<file path="src/rtl/uart_reg_sequencer.sv">
// uart_reg_sequencer
// Single owner of a 16550-style UART register port. After reset it programs
// the baud divisor, line control, FIFO control and interrupt enable
// registers. It then polls the line status register and moves bytes between
// a valid/ready byte-stream interface and the UART's THR/RBR.
//
// Ports:
//   clk           rising-edge clock
//   rst_n         asynchronous active-low reset
//   uart_addr_o   UART register address (0 when no strobe is active)
//   uart_wdata_o  UART write data (0 when no write is active)
//   uart_rdata_i  UART read data, valid in the cycle after a read strobe
//   uart_we_o     single-cycle write strobe
//   uart_re_o     single-cycle read strobe
//   tx_valid      transmit byte offered
//   tx_data       transmit byte, stable while tx_valid is high
//   tx_ready      high only in the cycle the byte is written to THR
//   rx_valid      received byte held in rx_data
//   rx_data       received byte
//   rx_ready      consumer accepts rx_data when rx_valid is also high
//   init_done     high once the register init sequence has completed
module uart_reg_sequencer #(
    parameter logic [15:0] DIVISOR  = 16'd27,
    parameter logic [7:0]  LCR_VAL  = 8'h03,
    parameter logic [7:0]  FCR_VAL  = 8'h07,
    parameter int          POLL_GAP = 8
) (
    input  logic       clk,
    input  logic       rst_n,
    output logic [2:0] uart_addr_o,
    output logic [7:0] uart_wdata_o,
    input  logic [7:0] uart_rdata_i,
    output logic       uart_we_o,
    output logic       uart_re_o,
    input  logic       tx_valid,
    input  logic [7:0] tx_data,
    output logic       tx_ready,
    output logic       rx_valid,
    output logic [7:0] rx_data,
    input  logic       rx_ready,
    output logic       init_done
);

    typedef enum logic [3:0] {
        INIT0, INIT1, INIT2, INIT3, INIT4, INIT5,
        POLL, LSR_CAP, RBR_RD, RBR_CAP, THR_WR, GAP
    } state_t;

    localparam logic [2:0] ADDR_DATA = 3'd0;
    localparam logic [2:0] ADDR_IER  = 3'd1;
    localparam logic [2:0] ADDR_FCR  = 3'd2;
    localparam logic [2:0] ADDR_LCR  = 3'd3;
    localparam logic [2:0] ADDR_LSR  = 3'd5;

    localparam logic [7:0] LCR_DLAB = LCR_VAL | 8'h80;
    localparam logic [7:0] GAP_LAST = 8'(POLL_GAP - 1);

    state_t     state;
    state_t     next_state;
    logic       started;
    logic [7:0] gap_cnt;
    logic       rx_empty;

    // The holding register counts as free if it is empty now or is being
    // drained in this same cycle, so a consumed byte can be replaced without
    // losing a poll round.
    assign rx_empty = !rx_valid || rx_ready;

    // tx_ready is a pure decode of the current state so that the handshake
    // coincides exactly with the THR write, and it collapses with the state
    // register the moment reset is asserted.
    assign tx_ready = (state == THR_WR);

    // Next-state logic. The state register names the action being presented
    // on the UART port in the current cycle. Right after reset nothing has
    // been presented yet, so the first edge presents INIT0 rather than
    // advancing past it. In LSR_CAP the UART's read data for the LSR poll is
    // valid, so the transfer decision is taken from it directly.
    always_comb begin
        next_state = state;
        if (!started) begin
            next_state = INIT0;
        end else begin
            case (state)
                INIT0:   next_state = INIT1;
                INIT1:   next_state = INIT2;
                INIT2:   next_state = INIT3;
                INIT3:   next_state = INIT4;
                INIT4:   next_state = INIT5;
                INIT5:   next_state = POLL;
                POLL:    next_state = LSR_CAP;
                LSR_CAP: begin
                    if (uart_rdata_i[0] && rx_empty) begin
                        next_state = RBR_RD;
                    end else if (uart_rdata_i[5] && tx_valid) begin
                        next_state = THR_WR;
                    end else begin
                        next_state = GAP;
                    end
                end
                RBR_RD:  next_state = RBR_CAP;
                RBR_CAP: next_state = POLL;
                THR_WR:  next_state = POLL;
                GAP:     next_state = (gap_cnt == GAP_LAST) ? POLL : GAP;
                default: next_state = INIT0;
            endcase
        end
    end

    // Sequencer registers. Port outputs are registered from the state being
    // entered, so every strobe, address and data byte is glitch-free and
    // lines up with the state that owns it. Address and data return to zero
    // whenever no strobe is active. The RX holding register loads in RBR_CAP,
    // when the RBR read data is valid, and otherwise drains on a handshake.
    always_ff @(posedge clk or negedge rst_n) begin
        if (!rst_n) begin
            state        <= INIT0;
            started      <= 1'b0;
            gap_cnt      <= 8'd0;
            uart_addr_o  <= 3'd0;
            uart_wdata_o <= 8'd0;
            uart_we_o    <= 1'b0;
            uart_re_o    <= 1'b0;
            rx_valid     <= 1'b0;
            rx_data      <= 8'd0;
            init_done    <= 1'b0;
        end else begin
            started <= 1'b1;
            state   <= next_state;

            if (state == GAP && next_state == GAP) begin
                gap_cnt <= gap_cnt + 8'd1;
            end else begin
                gap_cnt <= 8'd0;
            end

            uart_we_o    <= 1'b0;
            uart_re_o    <= 1'b0;
            uart_addr_o  <= 3'd0;
            uart_wdata_o <= 8'd0;
            case (next_state)
                INIT0: begin
                    uart_we_o    <= 1'b1;
                    uart_addr_o  <= ADDR_LCR;
                    uart_wdata_o <= LCR_DLAB;
                end
                INIT1: begin
                    uart_we_o    <= 1'b1;
                    uart_addr_o  <= ADDR_DATA;
                    uart_wdata_o <= DIVISOR[7:0];
                end
                INIT2: begin
                    uart_we_o    <= 1'b1;
                    uart_addr_o  <= ADDR_IER;
                    uart_wdata_o <= DIVISOR[15:8];
                end
                INIT3: begin
                    uart_we_o    <= 1'b1;
                    uart_addr_o  <= ADDR_LCR;
                    uart_wdata_o <= LCR_VAL;
                end
                INIT4: begin
                    uart_we_o    <= 1'b1;
                    uart_addr_o  <= ADDR_FCR;
                    uart_wdata_o <= FCR_VAL;
                end
                INIT5: begin
                    uart_we_o    <= 1'b1;
                    uart_addr_o  <= ADDR_IER;
                    uart_wdata_o <= 8'h00;
                end
                POLL: begin
                    uart_re_o   <= 1'b1;
                    uart_addr_o <= ADDR_LSR;
                end
                RBR_RD: begin
                    uart_re_o   <= 1'b1;
                    uart_addr_o <= ADDR_DATA;
                end
                THR_WR: begin
                    uart_we_o    <= 1'b1;
                    uart_addr_o  <= ADDR_DATA;
                    uart_wdata_o <= tx_data;
                end
                default: begin
                end
            endcase

            if (state == INIT5) begin
                init_done <= 1'b1;
            end

            if (state == RBR_CAP) begin
                rx_data  <= uart_rdata_i;
                rx_valid <= 1'b1;
            end else if (rx_valid && rx_ready) begin
                rx_valid <= 1'b0;
            end
        end
    end

endmodule

</file>
<file path="config.mk">
export PLATFORM = sky130hd
export DESIGN_NAME = uart_reg_sequencer
export DESIGN_NICKNAME = d
export VERILOG_FILES = /design/src/rtl/uart_reg_sequencer.sv
export SDC_FILE = /design/constraint.sdc
export NUM_CORES = 1
export LEC_CHECK = 0
export CORE_AREA = 3 3 66 68
export DETAILED_ROUTE_END_ITERATION = 12
export DIE_AREA = 0 0 69 71
export PLACE_DENSITY = 0.84
export SYNTH_ARGS = -nofsm -noshare
export SYNTH_HDL_FRONTEND = slang
export SYNTH_SLANG_ARGS = --single-unit
export TNS_END_PERCENT = 5
</file>
<file path="constraint.sdc">
create_clock -name clk -period 1.7 [get_ports clk]
set_input_delay 0.34 -clock clk [delete_from_list [all_inputs] [get_ports clk]]
set_output_delay 0.34 -clock clk [all_outputs]
set_load 0.02 [all_outputs]
</file>
**After elaboration in Yosys (flattened, before gate mapping)**

Cells that the tools add are included.

- Bits in registers: 36
- Bits in latches: 0
- Bits in writable memories: 0
- Bits in read-only memories: 0
- Bits of input ports: 20
- Logic and storage cells: 58
- Memories: 0

- Add/sub/neg operators: 1
- Multipliers: 0
- Div/mod/pow operators: 0
- $lt $le $gt $ge: 0
- Eq/ne operators: 21
- Shift-type cells: 0
- Multiplexer cells: 12
- Bitwise operators: 0
- Reductions and logical operators: 14

Operators by type and width:

| operator | count |
|---|---|
| 4-bit one-hot mux with 10 select lines | 1 |
| 8-bit one-hot mux with 5 select lines | 1 |
| 4-bit by 3-bit == test with 1-bit output, second input constant | 7 |
| 4-bit == test, second input constant | 7 |
| 4-bit by 2-bit == test with 1-bit output, second input constant | 4 |
| 3-bit one-hot mux with 4 select lines | 1 |
| 8-bit by 1-bit adder with 8-bit output, second input constant | 1 |
| 4-bit by 1-bit == test with 1-bit output, second input constant | 2 |
| 8-bit by 3-bit == test with 1-bit output, second input constant | 1 |
| 4-bit zero test | 2 |
| 4-bit two-way mux | 2 |
| 8-bit two-way mux | 1 |
| 7-bit OR reduction | 1 |
| 2-bit OR reduction | 3 |
| 1-bit two-way mux | 5 |
| 1-bit logical AND | 4 |
| 3-bit OR reduction | 1 |
| 2-bit two-way mux | 1 |
| 2-bit nonzero test | 1 |
| 1-bit zero test | 1 |
| 1-bit logical OR | 1 |

**Depth between registers and ports, before layout**

Gate-level depths: netlist of the first run.

- Word-level depth: 9
- Mapped depth: 7

**Least setup slack after synthesis of the first run**

No wires, ideal clock.

- Kind: flip-flop to flip-flop
- Start: reg gap_cnt[0]
- End: reg uart_wdata_o[5]
- Setup time: 0.067 ns
- Arrival: 1.710 ns
- Required time: 1.633 ns
- Setup slack: -0.077 ns
- Stages on the path, launching flop included: 7
- Path buffers: 0
- Period minus slack after synthesis: 1.777 ns
- Cells stage by stage: dfrtp_1 -> ha_1 -> and4bb_1 -> a21oi_1 -> nor2_1 -> nor4b_4 -> and2_1

- Word-level cells in the longest chain between the ends: 6
- Elaborated cells on any way between the ends: 10
- Those cells by class: eq/ne: 5; mux: 4; reduce/logical: 1

Ends and longest elaborated chain:

| item | RTL line | RTL |
|---|---|---|
| start: declaration | 61 | `logic [7:0] gap_cnt;` |
| start signal: assignment | 132 | `gap_cnt <= gap_cnt + 8'd1;` |
| 8-bit by 3-bit == test with 1-bit output * | 104 | `GAP: next_state = (gap_cnt == GAP_LAST) ? POLL : GAP;` |
| 4-bit two-way mux * | 104 |  |
| 4-bit one-hot mux with 10 select lines * | 84 | `case (state)` |
| 4-bit two-way mux * | 81 | `if (!started) begin` |
| 4-bit == test, or another cell as far along | 141 | `case (next_state)` |
| 8-bit one-hot mux with 5 select lines * | 141 |  |
| end signal: assignment | 150 | `uart_wdata_o <= DIVISOR[7:0];` |
| end signal: assignment | 155 | `uart_wdata_o <= DIVISOR[15:8];` |
| end signal: assignment | 183 | `uart_wdata_o <= tx_data;` |
| end: declaration | 31 | `output logic [7:0] uart_wdata_o,` |

Mark *: on every way between the ends. The rest lies on a longest branch, timed or not.
A chain may end at the register's enable or synchronous reset.

**Worst setup path in the final report of the first run**

- Start: reg state[3]
- End: reg uart_re_o

- Word-level cells in the longest chain between the ends: 7
- Elaborated cells on any way between the ends: 19
- Those cells by class: eq/ne: 13; mux: 3; reduce/logical: 3

Ends and longest elaborated chain:

| item | RTL line | RTL |
|---|---|---|
| start: declaration | 58 | `state_t state;` |
| start signal: assignment | 129 | `state <= next_state;` |
| 4-bit == test / 4-bit by 3-bit == test with 1-bit output (equally long branches) | 84 |  |
| 3-bit OR reduction (no line) | n/a |  |
| 4-bit one-hot mux with 10 select lines * | 84 |  |
| 4-bit two-way mux * | 81 |  |
| 4-bit == test / 4-bit by 3-bit == test with 1-bit output (equally long branches) | 141 |  |
| 2-bit OR reduction (no line) * | n/a |  |
| 1-bit two-way mux * | 141 |  |
| end signal: assignment | 138 | `uart_re_o <= 1'b0;` |
| end signal: assignment | 173 | `uart_re_o <= 1'b1;` |
| end signal: assignment | 177 | `uart_re_o <= 1'b1;` |
| end: declaration | 34 | `output logic uart_re_o,` |

Marked as above.

==> implementation parameters, run 1 <==
Parameter                              Value

Status
  Outcome ... complete, but fails checks
  Failing checks ... negative setup slack

Routing
  Routed WL ... 3750 um
  DRC violations left ... 0
  DR vias ... 1361
  Pre-antenna DRT Iters ... 4
  Drt first-iter violations ... 56
  Routed length per placed instance ... 13.8 um
  Antenna violation net count after detailed routing ... 0
  Via-to-Cell Ratio ... 5.00

Power and ir drop
  Power density over the cells ... 758 nW/um^2
  Standby leakage power ... 0.00110 uW
  Worst VDD drop ... 0.526 mV

Setup path
  Family with the most delay on the worst path ... flip-flops
  Cell type of the slowest stage on the worst timing path ... sky130_fd_sc_hd__dfrtp_2
  Launch instance of the worst register-to-register path ... state[3]
  WP data arrival ... 1.94 ns
  Crit end category ... flop
  Required time reported for the critical path endpoint ... 1.88 ns
  Delay of the slowest cell on the worst path ... 0.46 ns
  Maximum fanout along the worst path ... 5
  Critical path type ... reg2reg
  Origin of the worst setup path ... state[3]
  Worst path cell trace ... buf_4 -> maj3_1 -> nor2_2 -> nor3_2 -> mux2_2 -> and3_1
  CP startpoint kind ... flop
  Number of buffers and inverters on the critical path ... 1

STA
  Setup repair after global routing missed its margin ... true
  Highest achievable clock rate ... 0.568 GHz
  Final Worst Setup Slack ... -0.0598 ns
  Portion of the clock cycle consumed by the worst path in the final layout ... 104%
  Clock period minus worst slack ... 1.76 ns
  Sum Neg Setup Slack ... -0.365 ns
  Final setup violation count ... 9
  Maximum clock skew at final layout ... 0.00647 ns
  Pins over their slew limit ... 0
  Final count of hold timing violations ... 0

Final layout
  Final standard cell utilization of the core ... 62.8%
  Signed area change from the synthesized netlist to the final layout ... 51.5%
  Nets ... 242
  Antenna diode count ... 0
  Post-route design area ... 2460 um^2
  Non-Filler Instances ... 272
  Proportion of layout cells with a drive suffix above 1 ... 28.4%

Yosys
  Yosys warning total ... 0
  Post-Synthesis Net Count ... 165
  EDFF count, synth ... 0
  Async set-or-reset flop fraction in the synthesized netlist ... 100%
  Total of flip-flops plus latches after synthesis ... 36
  Most frequently used flop master after synthesis ... sky130_fd_sc_hd__dfrtp_1
  Mean instance size in the synthesized netlist ... 11.3 um^2
  Number of unique standard cell types used by synthesis ... 41
  Summed instance area of the synthesized netlist ... 1620 um^2
  Part of the Yosys area used for sequential elements ... 55.6%
  Post-Synthesis Cells ... 144

Clock network
  Clock-pin transition on the worst setup and hold timing paths ... 0.07 ns
  Maximum buffer depth of the clock tree ... 2
  Number of H-tree levels ... 2
  Clock Sinks ... 36
  Post-cts hold buffer count ... 0
  Clock insertion delay at the later pin of the skew report ... 0.29 ns
  TritonCTS clock tree ... done
  Root Buffer ... sky130_fd_sc_hd__clkbuf_8
  CTS buffer count ... 5

Placed design
  HPWL reported at the end of detailed placement ... 2670 um
  Placed cell count ... 261
  Final GP Congestion ... 0.842
  Buffers added on ports ... 43
  Placement-stage cell area ... 2310 um^2

Floorplan
  Initial core utilization ... 41.4%
  Horizontal die dimension ... 69 um
  DIE HEIGHT ... 71 um
  Num rows ... 23
  Core Box Area ... 3910 um^2
  Die outline area ... 4900 um^2
  Total I/O pin count ... 44

Hold path
  Hold crit path type ... in2async

GRT
  Largest net degree at the start of global routing ... 37
  Via count of the first global-routing pass ... 1440
  Antenna violations before repair ... 0
  Wire length of the first global-routing pass ... 6180 um
  Remaining global-route overflow ... 0
  Aggregate global-route resource usage ... 15.8%

Run
  Max-cap check violation count ... 0
[synthesized netlist by cell type, drive strengths merged, types with 4 or more instances]
master | instances | area (um^2)
and2 | 7 | 43.8
and3 | 4 | 25.0
o21ai | 4 | 20.0
nand2 | 8 | 30.0
inv | 4 | 15.0
xor2 | 5 | 43.8
mux2 | 9 | 101
nor2 | 16 | 67.6
dfrtp | 36 | 901
a21oi | 4 | 20.0
nor3 | 4 | 20.0
nand3 | 8 | 40.0
[layer usage]
layer	track usage [%]	vias to the layer above	share of wire (%)
met5	0	-	0
li1	-	661	-
met1	18.0	652	42
met4	6.29	0	1.4
met2	26.4	39	51
met3	6.68	9	5.1
[logic make-up (layout without fill, tap and decap cells)]
family          Yosys count  after routing  share of synthesized area (%)
compound gates           23             23                           10.8
xor+xnor                  6              6                           3.24
fa+ha+maj                 2              2                           1.39
buf+inv                   9             87                           2.62
flops                    36             36                           55.6
mux                       9              9                           6.25
other cells               1              1                          0.231
simple gates             58             58                           19.9
[final cells by class]
type | count | area, um^2
clock buffer | 7 | 86.3
clock inverter | 1 | 7.51
fill | 317 | 1460
inverter | 4 | 15.0
multi-input combinational | 99 | 714
sequential | 36 | 902
tap | 50 | 62.6
timing repair buffer | 75 | 669
[cells in the final DEF (no fill, tap or decap), types with 3 or more instances in the layout]
cell type / Yosys / final
sky130_fd_sc_hd__clkdlybuf4s50_1: 0 / 42
sky130_fd_sc_hd__o21ai_0: 4 / 4
sky130_fd_sc_hd__a21oi_1: 4 / 3
sky130_fd_sc_hd__nand3_1: 8 / 8
sky130_fd_sc_hd__and2_1: 7 / 7
sky130_fd_sc_hd__dfrtp_1: 36 / 35
sky130_fd_sc_hd__nand2_1: 8 / 7
sky130_fd_sc_hd__and3_1: 4 / 4
sky130_fd_sc_hd__inv_1: 4 / 4
sky130_fd_sc_hd__nor2_1: 15 / 13
sky130_fd_sc_hd__clkbuf_8: 0 / 6
sky130_fd_sc_hd__mux2_2: 9 / 9
sky130_fd_sc_hd__xor2_1: 5 / 5
sky130_fd_sc_hd__buf_4: 2 / 31
[sequential cells by signal, indices dropped and copies added (netlist names)]
name / flops
uart_addr_o: 3
state: 4
rx_valid: 1
rx_data: 8
uart_we_o: 1
started: 1
uart_wdata_o: 8
uart_re_o: 1
gap_cnt: 8
init_done: 1
[path summary, 6_finish.rpt]
check                            endpoint  slack [ns]  cells after the start
hold / removal             uart_addr_o[2]        0.47                      2
max in group asynchronous        state[3]        0.90                      2
setup / recovery                uart_re_o       -0.06                      6
hold reg to reg                 init_done        0.48                      1
min in group clk                init_done        0.48                      1
setup reg to reg                uart_re_o       -0.06                      6
[report_power, final]
group | leakage (uW) | switching (uW) | internal, uW
clock | 0.0000445 | 295 | 329
sequential | 0.000468 | 22.6 | 895
combinational | 0.000591 | 148 | 174
total | 0.00110 | 466 | 1400
[through the flow]
stage	hold WS [ns]	total power [uW]	setup slack (ns)
6_report	0.467	1860	-0.0598
5_1_grt	0.511	1940	-0.123
4_1_cts	0.483	1880	-0.0775
3_5_place_dp	0.467	1250	-0.440
3_3_place_gp	0.465	1240	-0.400
2_1_floorplan	0.0444	1060	-0.0178
[timing repair]
action | CTS | global route
buffers inserted | 3 | 0
resized for setup | 8 | 7
endpoints found under the setup margin | 19 | 22
pin swaps | 5 | 2
Note: power is estimated with default switching activity, not from simulation.
==> inputs of run 2 (changes only) <==
--- a/config.mk
+++ b/config.mk
@@ -5,9 +5,9 @@
 export SDC_FILE = /design/constraint.sdc
 export NUM_CORES = 1
 export LEC_CHECK = 0
-export CORE_AREA = 3 3 66 68
+export CORE_AREA = 2 2 65 67
 export DETAILED_ROUTE_END_ITERATION = 12
-export DIE_AREA = 0 0 69 71
+export DIE_AREA = 0 0 67 69
 export PLACE_DENSITY = 0.84
 export SYNTH_ARGS = -nofsm -noshare
 export SYNTH_HDL_FRONTEND = slang
==> implementation parameters, run 2 (synthesis gave the netlist of run 1 again) <==
Parameter                              Value

Setup path
  Launch instance of the worst register-to-register path ... state[3]
  Worst path cell trace ... buf_4 -> maj3_2 -> nor2_4 -> buf_4 -> nor4_1 -> buf_4 -> nand2_1 -> a21boi_2
  Worst R2R Setup Slack ... -0.03 ns
  CP most frequent cell ... sky130_fd_sc_hd__buf_4
  Family with the most delay on the worst path ... flip-flops
  CP startpoint kind ... flop
  Required time reported for the critical path endpoint ... 1.92 ns
  Origin of the worst setup path ... state[3]
  Depth of the most critical reg-to-reg path ... 8
  Cell type of the slowest stage on the worst timing path ... sky130_fd_sc_hd__dfrtp_2
  Reg-to-Reg End ... uart_wdata_o[2]
  Maximum fanout along the worst path ... 8
  Critical Path End ... uart_wdata_o[2]
  Critical path type ... reg2reg
  Critical path depth ... 8
  Delay of the slowest cell on the worst path ... 0.47 ns
  WP data arrival ... 1.95 ns
  Number of buffers and inverters on the critical path ... 3
  Crit end category ... flop

Final layout
  Leading cell type in the layout, fill and taps excluded ... sky130_fd_sc_hd__clkdlybuf4s50_1
  Nets ... 245
  Antenna diode count ... 0
  Final standard cell utilization of the core ... 65.2%
  Largest registers in the final layout ... gap_cnt x8, rx_data x8, uart_wdata_o x8
  FILL cells ... 299
  Proportion of layout cells with a drive suffix above 1 ... 33.3%
  Signed area change from the synthesized netlist to the final layout ... 57.5%
  Top library cells by usage in the layout, fill and taps aside ... sky130_fd_sc_hd__clkdlybuf4s50_1 (40), sky130_fd_sc_hd__dfrtp_1 (33), sky130_fd_sc_hd__buf_4 (32), sky130_fd_sc_hd__nor2_1 (13), sky130_fd_sc_hd__mux2_2 (9)

Placed design
  Worst setup slack after placement ... -0.438 ns
  HPWL reported at the end of detailed placement ... 2730 um
  Final GP Congestion ... 0.907
  Buffers added on ports ... 43

STA
  Worst hold slack across all endpoints ... 0.501 ns
  Final Worst Setup Slack ... -0.0297 ns
  Portion of the clock cycle consumed by the worst path in the final layout ... 102%
  Maximum clock skew at final layout ... 0.00504 ns
  Setup repair after global routing missed its margin ... true
  Highest achievable clock rate ... 0.578 GHz
  Sum Neg Setup Slack ... -0.0370 ns
  Clock period minus worst slack ... 1.73 ns
  Final setup violation count ... 3
  Pins over their slew limit ... 0
  Final count of hold timing violations ... 0

Floorplan
  Initial core utilization ... 41.4%
  Horizontal die dimension ... 67 um
  DIE HEIGHT ... 69 um
  Die outline area ... 4620 um^2
  Num rows ... 23
  Total I/O pin count ... 44
  Core Box Area ... 3910 um^2

Run
  Max-cap check violation count ... 0

Routing
  Routed WL ... 3910 um
  DR vias ... 1400
  DRC violations left ... 0
  Pre-antenna DRT Iters ... 4
  Antenna violation net count after detailed routing ... 0
  Routed length per placed instance ... 14.2 um
  Drt first-iter violations ... 50
  Via-to-Cell Ratio ... 5.09

Hold path
  Hold crit path type ... reg2reg
  Worst hold stages ... 1

Clock network
  Maximum buffer depth of the clock tree ... 2
  Clock-pin transition on the worst setup and hold timing paths ... 0.07 ns
  CTS buffer count ... 5
  Root Buffer ... sky130_fd_sc_hd__clkbuf_8
  TritonCTS clock tree ... done
  Clock insertion delay at the later pin of the skew report ... 0.29 ns
  Number of H-tree levels ... 2
  Clock Sinks ... 36

GRT
  Largest net degree at the start of global routing ... 37
  Remaining global-route overflow ... 0
  Wire length of the first global-routing pass ... 6150 um
  Antenna violations before repair ... 0
  Via count of the first global-routing pass ... 1383
  Aggregate global-route resource usage ... 17.5%

Power and ir drop
  Total power after layout ... 2050 uW
  Standby leakage power ... 0.00115 uW
  Worst VDD drop ... 0.747 mV
  Power density over the cells ... 804 nW/um^2

Status
  Outcome ... complete, but fails checks
  Failing checks ... negative setup slack
run 2: worst register-to-register path, stage by stage, from the launching register on:
cell	delay, ns
sky130_fd_sc_hd__dfrtp_2	0.47
sky130_fd_sc_hd__buf_4	0.14
sky130_fd_sc_hd__maj3_2	0.19
sky130_fd_sc_hd__nor2_4	0.05
sky130_fd_sc_hd__buf_4	0.12
sky130_fd_sc_hd__nor4_1	0.29
sky130_fd_sc_hd__buf_4	0.20
sky130_fd_sc_hd__nand2_1	0.07
sky130_fd_sc_hd__a21boi_2	0.14
run 2: worst min path at each step:
stage,to,slack (ns),startpoint
3_3_place_gp,uart_we_o,0.31,rst_n
6_report,init_done,0.50,init_done
2_1_floorplan,gap_cnt[0],0.04,rst_n
5_1_grt,init_done,0.53,init_done
4_1_cts,init_done,0.51,init_done
3_5_place_dp,uart_addr_o[0],0.31,rst_n
run 2: layer usage:
metal,up-vias,part of all wire (%),global-route usage (%)
met5,-,0,0
met4,0,1.7,5.67
met3,10,6.7,7.50
met2,47,51,27.7
met1,680,40,21.3
li1,663,-,-
run 2: final cells by class:
| class | count | area (um^2) | share of cell area [%] |
|---|---|---|---|
| Sequential cell | 36 | 905 | 35.4 |
| Multi-Input combinational cell | 99 | 744 | 29.2 |
| Inverter | 4 | 15.0 | 0.588 |
| Tap cell | 50 | 62.6 | 2.45 |
| Clock buffer | 7 | 96.3 | 3.77 |
| Timing Repair Buffer | 78 | 701 | 27.4 |
| Clock inverter | 1 | 30.0 | 1.18 |
run 2: through the flow:
stage | area (um^2) | std cells
after floorplan | 1620 | 144
after global placement | 2320 | 262
after detailed placement | 2320 | 262
after CTS | 2500 | 274
after global routing | 2550 | 275
final | 2550 | 275
run 2: timing repair:
action	in CTS	in global routing
hold buffers	1	0
hold endpoints to repair	1	0
gates resized for setup	8	18
pin swaps	6	7
buffers inserted	3	1
endpoints found under the setup margin	21	21
run 2: where the power goes:
part | switching (uW) | internal [uW] | leakage [uW]
clock | 283 | 517 | 0.0000645
combinational | 152 | 182 | 0.000622
sequential | 23.4 | 896 | 0.000466
